[src/rtl/pipe_skid_buffer.sv]
// Valid/ready pipeline stage with a two-entry skid buffer, sync flush and a saturating stall counter.
// Latency: a word accepted on an edge is presented on out_data right after that edge.
// Backpressure: in_ready and out_valid decode only the state register, so out_ready never reaches in_ready combinationally.
module pipe_skid_buffer #(
    parameter int N           = 32,
    parameter int STALL_CNT_W = 16
) (
    input  logic                   clk,
    input  logic                   rst_n,
    input  logic                   flush,
    input  logic                   in_valid,
    output logic                   in_ready,
    input  logic [N-1:0]           in_data,
    output logic                   out_valid,
    input  logic                   out_ready,
    output logic [N-1:0]           out_data,
    output logic [1:0]             occupancy,
    output logic [STALL_CNT_W-1:0] stall_count
);

    localparam logic [1:0] EMPTY = 2'd0;
    localparam logic [1:0] BUSY  = 2'd1;
    localparam logic [1:0] FULL  = 2'd2;

    localparam logic [STALL_CNT_W-1:0] CNT_MAX = '1;

    logic [1:0]             state_q;
    logic [1:0]             state_nxt;
    logic [N-1:0]           m_q;
    logic [N-1:0]           m_nxt;
    logic [N-1:0]           s_q;
    logic [N-1:0]           s_nxt;
    logic [STALL_CNT_W-1:0] stall_q;
    logic                   in_xfer;
    logic                   out_xfer;

    assign in_ready    = (state_q != FULL);
    assign out_valid   = (state_q != EMPTY);
    assign occupancy   = state_q;
    assign out_data    = m_q;
    assign stall_count = stall_q;

    assign in_xfer  = in_valid && in_ready;
    assign out_xfer = out_valid && out_ready;

    always_comb begin
        state_nxt = state_q;
        m_nxt     = m_q;
        s_nxt     = s_q;
        if (flush) begin
            // Squash wins over any pending load; a downstream take this cycle still completes.
            state_nxt = EMPTY;
            m_nxt     = '0;
            s_nxt     = '0;
        end else begin
            case (state_q)
                EMPTY: begin
                    if (in_xfer) begin
                        m_nxt     = in_data;
                        state_nxt = BUSY;
                    end
                end
                BUSY: begin
                    if (in_xfer && out_xfer) begin
                        m_nxt = in_data;
                    end else if (in_xfer) begin
                        s_nxt     = in_data;
                        state_nxt = FULL;
                    end else if (out_xfer) begin
                        state_nxt = EMPTY;
                    end
                end
                FULL: begin
                    if (out_xfer) begin
                        m_nxt     = s_q;
                        state_nxt = BUSY;
                    end
                end
                default: begin
                    state_nxt = EMPTY;
                end
            endcase
        end
    end

    always_ff @(posedge clk or negedge rst_n) begin
        if (!rst_n) begin
            state_q <= EMPTY;
            m_q     <= '0;
            s_q     <= '0;
        end else begin
            state_q <= state_nxt;
            m_q     <= m_nxt;
            s_q     <= s_nxt;
        end
    end

    // Performance counter survives flush; only reset clears it.
    always_ff @(posedge clk or negedge rst_n) begin
        if (!rst_n) begin
            stall_q <= '0;
        end else if (out_valid && !out_ready && (stall_q != CNT_MAX)) begin
            stall_q <= stall_q + 1'b1;
        end
    end

endmodule

[config.mk]
export PLATFORM = sky130hd
export DESIGN_NAME = pipe_skid_buffer
export DESIGN_NICKNAME = d
export VERILOG_FILES = /design/src/rtl/pipe_skid_buffer.sv
export SDC_FILE = /design/constraint.sdc
export NUM_CORES = 1
export LEC_CHECK = 0
export ABC_AREA = 1
export ABC_CLOCK_PERIOD_IN_PS = 1600
export CAP_MARGIN = 0
export CORE_ASPECT_RATIO = 1.4
export CORE_MARGIN = 2
export CORE_UTILIZATION = 45
export DETAILED_ROUTE_END_ITERATION = 12
export PLACE_DENSITY = 0.83
export SKIP_LAST_GASP = 1
export SYNTH_ARGS = -nofsm -noshare
export SYNTH_HDL_FRONTEND = slang
export SYNTH_SLANG_ARGS = --single-unit
[constraint.sdc]
create_clock -name clk -period 1.6 [get_ports clk]
set_input_delay 0.24 -clock clk [delete_from_list [all_inputs] [get_ports clk]]
set_output_delay 0.24 -clock clk [all_outputs]
set_load 0.01 [all_outputs]
==> results of run 1 <==
==> through the flow <==
step | power, W | instances | hold slack (ns) | setup TNS, ns
final | 0.00686 | 734 | 0.313 | 0
after global routing | 0.00721 | 734 | 0.347 | -0.821
after CTS | 0.00682 | 729 | 0.326 | -0.0478
after detailed placement | 0.00483 | 709 | 0.116 | -5.75
after global placement | 0.00476 | 709 | 0.110 | -3.43
after floorplan | 0.00384 | 517 | -0.0556 | 0
==> cell usage after synthesis, types with 3 or more instances <==
library cell / n
nor2_2: 3
dfrtp_1: 82
o21ai_2: 38
nor2_4: 3
buf_2: 8
nand2_4: 4
o22ai_1: 32
nand4_1: 5
nand2_2: 10
nor2_1: 54
nand3_1: 19
buf_6: 14
inv_1: 47
nand2_1: 177
xor2_1: 8
==> cell usage in the layout (no fill, tap or decap), drive strengths merged <==
cell type and n:
a21oi 1, buf 25, clkbuf 14, clkdlybuf4s50 80
clkinv 2, clkinvlp 2, dfrtp 82, dlygate4sd2 3
dlygate4sd3 1, dlymetal6s2s 2, ha 1, inv 48
nand2 191, nand3 20, nand4 5, nor2 62
nor3 3, o21ai 42, o22ai 32, xor2 8
==> power breakdown <==
| part | switching (W) | internal, W | leakage [nW] |
|---|---|---|---|
| Clock | 0.000813 | 0.00117 | 0.141 |
| Sequential | 0.000285 | 0.00241 | 1.08 |
| Combinational | 0.00113 | 0.00106 | 1.52 |
| Total | 0.00222 | 0.00463 | 2.75 |
==> worst register-to-register path: cells and delay by family (launching register included) <==
kind	cells	cell delay, ns
buf+inv	3	0.46
flops	1	0.45
simple gates	6	0.55
==> what timing repair did <==
item,4_1_cts,5_1_grt
endpoints found under the setup margin,49,86
gates cloned,1,2
hold endpoints to repair,13,0
pin swaps,1,3
resized for setup,10,19
hold buffers,1,0
setup buffers,2,3
==> cell type report <==
type,instances,area share (%)
multi-input combinational,365,32.8
clock buffer,12,4.66
inverter,48,3.15
clock inverter,4,0.438
timing repair buffer,113,20.4
sequential,82,36.1
tap,110,2.41
==> worst max-delay path by stage <==
stage,startpoint,depth (start not counted),end,slack [ns]
floorplan,stall_count[0],9,stall_count[9],0.03
CTS,occupancy[1],3,in_ready,-0.05
global placement,out_ready,6,s_q[24],-0.12
global route,occupancy[0],8,out_data[12],-0.05
detailed placement,out_ready,6,s_q[9],-0.20
finish,occupancy[1],9,s_q[20],0.03
==> per-layer routing <==
layer  vias up  GRT usage [%]  wire, um
li1       1856              -         -
met1      1831           25.3      4120
met2       162           37.2      5890
met3        28           2.63       626
met4         0           13.1       323
met5         -              0         0
==> kinds of logic after synthesis <==
kind of cell | Yosys count | synth area share [%]
buffers and inverters | 72 | 9.04
DFF | 82 | 48.2
AOI/OAI and AO/OA | 75 | 13.1
and+or+nand+nor | 279 | 27.8
xor gates and xnor gates | 8 | 1.64
adders and majority gates | 1 | 0.294
==> state kept, by name (all words and copies together) (netlist names) <==
register and count:
s_q 32, stall_count 16, occupancy 2, out_data 32
==> flow_summary.toml, run 1 <==
[run_status]
status = "finished clean"

[timing]
rsz0062_at_grt = "yes"
period_share_pct = 98.0
slew_headroom_pct = 75.5
finalMaxSlewViolations = 0
fin_skew_ns = 0.00585
hold_viol_final = 0
min_period_ns = 1.57
fmax_ghz = 0.638
finalSetupViolCount = 0
worstMarginPinSlew_ns = 0.363
layout_setup_ws_ns = 0.0321

[synth]
synthFlopType = "dfrtp_1"
yosys.area.top_type = "dfrtp_1"
avgSynthCellArea_sq_um = 8.24
yosysUniqueCellTypes = 24
synth_edf_count = 0
ys_warn_count = 0
ys_ff_latch = 82
synth-async-reset-ratio_pct = 100
netlist_instances = 517
synth_area_leaders = "dfrtp_1 48%, nand2_1 16%, o21ai_2 7.8%"
syn_area_sq_mm = 0.00426
synth_nets = 555
yosysTopAreaCellShare_pct = 48.2
ys_seq_area_share_pct = 48.2

[flow_run]
drv_cap = 0

[pwr]
vdd_drop_max_mv = 0.688
p_leak_nw = 2.75
powerDensity_mw_per_mm2 = 1200

[place]
dp_hpwl_mm = 7.38
place_area_sq_mm = 0.00525
dp_slack_ns = -0.203
port_buffers = 88
routabilityCongestion = 0.871

[setup_path]
startpoint_type = "register"
regToRegEndpoint = "s_q[20]"
rr_worst_depth = 9
cp-end-kind = "register"
crit_fanout = 16
crit_chain = "buf_4 -> nor2_2 -> nand2_2 -> nor2_4 -> buf_12 -> nor2_4 -> buf_12 -> nand2_1 -> nand2_1"
crit_family = "simple AND/OR/NAND/NOR gates"
r2r_start = "occupancy[1]"
r2r_slack_ns = 0.03
path_class = "reg -> reg"
critPathRequiredTime_ns = 1.83
worstPathArrival_ns = 1.79
path_buf_inv = 3
critical-path-max-stage-delay_ns = 0.45
cp_slowest_cell = "dfrtp_2"

[drt]
drtIter0Drc = 250
finalWirelength_mm = 11.0
drtPass1Iterations = 5
antenna_left = 0
via_count = 3877
viasPerCell = 5.28
routedWlPerCell_um = 14.9
drc = 0

[clock_tree]
clkLatencyLatePin_ns = 0.34
clock-sinks = 82
clock_path_buffers = 2
htree_num_levels = 3
root_buffer = "clkbuf_16"
clkTransAtPathRegs_ns = 0.06
cts_tree = "yes"
numCtsBuffers = 9

[die]
dieWidth_um = 86.2
io_pins = 89
core_sq_mm = 0.00935
start_util_pct = 45.6
dieArea_sq_mm = 0.0103
num_rows = 42
die_h_um = 119

[worst_hold_path]
hold_path_class = "in -> async"

[cells_and_area]
drive_above_1_share_pct = 19.2
final_area_sq_mm = 0.00571
fin_util_pct = 61.1
multi_input_area_sq_mm = 0.00188
n_antenna_cell = 0
fin_nets = 657
area_growth_syn_to_layout_pct = 34.1
seqCellArea_sq_mm = 0.00206
fill_cells = 756

[global_routing]
groute.usage.overall_pct = 21.6
grt_overflow = 0
grt_pass1_wl_mm = 17.6
grt_pass1_vias = 3884
grt_max_degree = 48
grt_antenna_before_repair = 0
Note: power is estimated with default switching activity, not from simulation.
==> inputs of run 2 (changes only) <==
--- a/config.mk
+++ b/config.mk
@@ -17,3 +17,4 @@
 export SYNTH_ARGS = -nofsm -noshare
 export SYNTH_HDL_FRONTEND = slang
 export SYNTH_SLANG_ARGS = --single-unit
+export TNS_END_PERCENT = 5
==> run 2 against run 1 <==
Effect of this change:
- the flow now finishes with violations (setup timing)
- worst setup slack lost 0.10 ns
- worst hold slack lost 0.0015 ns
- highest routed layer unchanged
- flip-flop and latch count is the same
- cell area shrank 1.2%
- combinational power is essentially flat
- core utilization shrank 0.74 points
- non-clock buffer count shrank 2
==> flow_summary.toml, run 2 (synthesis gave the netlist of run 1 again) <==
[die]
dieWidth_um = 86.2
dieArea_sq_mm = 0.0103
num_rows = 42
core_sq_mm = 0.00935
die_h_um = 119
io_pins = 89
start_util_pct = 45.6

[drt]
antenna_left = 0
viasPerCell = 5.28
drtPass1Iterations = 6
routedWlPerCell_um = 14.7
finalWirelength_mm = 10.8
via_count = 3868
drc = 0
drtIter0Drc = 243

[setup_path]
path_class = "reg -> out"
path_buf_inv = 2
crit_chain = "buf_4 -> nand2_4 -> dlygate4sd2_1"
worstPathArrival_ns = 1.43
startpoint_type = "register"
cp_slowest_cell = "dfrtp_2"
crit_fanout = 11
critPathRequiredTime_ns = 1.36
crit_family = "buffers and inverters"
cp-end-kind = "output port"
critical-path-max-stage-delay_ns = 0.46

[clock_tree]
cts_tree = "yes"
clkLatencyLatePin_ns = 0.34
clkTransAtPathRegs_ns = 0.06
htree_num_levels = 3
numCtsBuffers = 9
clock_path_buffers = 2
root_buffer = "clkbuf_16"
clock-sinks = 82

[timing]
slew_headroom_pct = 70.7
tns_ns = -0.258
layout_setup_ws_ns = -0.0681
finalMaxSlewViolations = 0
fin_skew_ns = 0.00544
rsz0062_at_grt = "yes"
fmax_ghz = 0.599
finalSetupViolCount = 22
hold_viol_final = 0
period_share_pct = 104
min_period_ns = 1.67
worstMarginPinSlew_ns = 0.440

[cells_and_area]
fill_cells = 760
fin_nets = 655
multi_input_area_sq_mm = 0.00184
final_cell_mix = "177 x nand2_1, 83 x clkdlybuf4s50_1, 81 x dfrtp_1"
n_antenna_cell = 0
area_growth_syn_to_layout_pct = 32.5
final_common_cell = "nand2_1"
drive_above_1_share_pct = 16.7
seqCellArea_sq_mm = 0.00205
fin_util_pct = 60.4

[global_routing]
grt_max_degree = 48
groute.usage.overall_pct = 21.3
grt_antenna_before_repair = 0
grt_pass1_wl_mm = 17.3
grt_overflow = 0
grt_pass1_vias = 3841

[pwr]
total_power_w = 0.00682
p_leak_nw = 2.72
vdd_drop_max_mv = 0.690
powerDensity_mw_per_mm2 = 1210

[run_status]
failed_checks = "setup timing"
status = "complete, but fails checks"

[place]
port_buffers = 88
routabilityCongestion = 0.871
dp_slack_ns = -0.203
dp_hpwl_mm = 7.38

[flow_run]
drv_cap = 0

[worst_hold_path]
hold_path_class = "in -> async"
==> run 2: changes by cell type in the layout (fill, tap and decap cells not counted), moves of 2 or more <==
cell	delta
dfrtp_1	+8
dfrtp_2	-8
clkdlybuf4s50_1	+3
nor2_1	+2
==> run 2: worst paths after layout <==
check	slack [ns]	from	cells after the start	endpoint
worst max-delay path	-0.07	occupancy[1]	3	in_ready
worst min-delay path	0.31	rst_n	2	out_data[28]
worst max register to register	-0.03	occupancy[1]	8	out_data[30]
worst min register to register	0.48	s_q[6]	2	s_q[6]
max in group asynchronous	0.73	rst_n	3	s_q[0]
min in group clk	0.45	flush	4	s_q[16]
==> run 2: what timing repair did <==
item	CTS	global route
cloned	0	3
resized for setup	3	5
endpoints found under the setup margin	49	91
buffers inserted	2	1
hold buffers	1	0
endpoints found under the hold margin	13	0
pin swaps	0	2
==> run 2: power breakdown <==
part | total, W | internal, W | switching (W)
Sequential | 0.00268 | 0.00240 | 0.000283
Clock | 0.00198 | 0.00117 | 0.000810
Combinational | 0.00216 | 0.00105 | 0.00111
Total | 0.00682 | 0.00462 | 0.00220
==> run 2: final cells by class <==
| type | count | share of cell area (%) |
|---|---|---|
| Clock buffer | 12 | 4.72 |
| Tap cell | 110 | 2.44 |
| Multi-Input combinational cell | 365 | 32.6 |
| Clock inverter | 4 | 0.443 |
| Inverter | 48 | 3.19 |
| Sequential cell | 82 | 36.4 |
| Timing Repair Buffer | 111 | 20.2 |
==> run 2: per-layer routing <==
metal | track usage (%) | vias to the layer above | wire (um)
met5 | 0 | - | 0
met4 | 12.8 | 0 | 357
met3 | 2.63 | 33 | 601
met2 | 36.7 | 168 | 5680
met1 | 24.7 | 1819 | 4150
li1 | - | 1848 | -
==> run 2: stage by stage <==
stage / hold WS [ns] / cell area [sq um] / instances
2_1_floorplan: -0.0556 / 4260 / 517
4_1_cts: 0.326 / 5570 / 728
5_1_grt: 0.349 / 5650 / 732
6_report: 0.311 / 5650 / 732
3_3_place_gp: 0.110 / 5250 / 709
3_5_place_dp: 0.116 / 5250 / 709
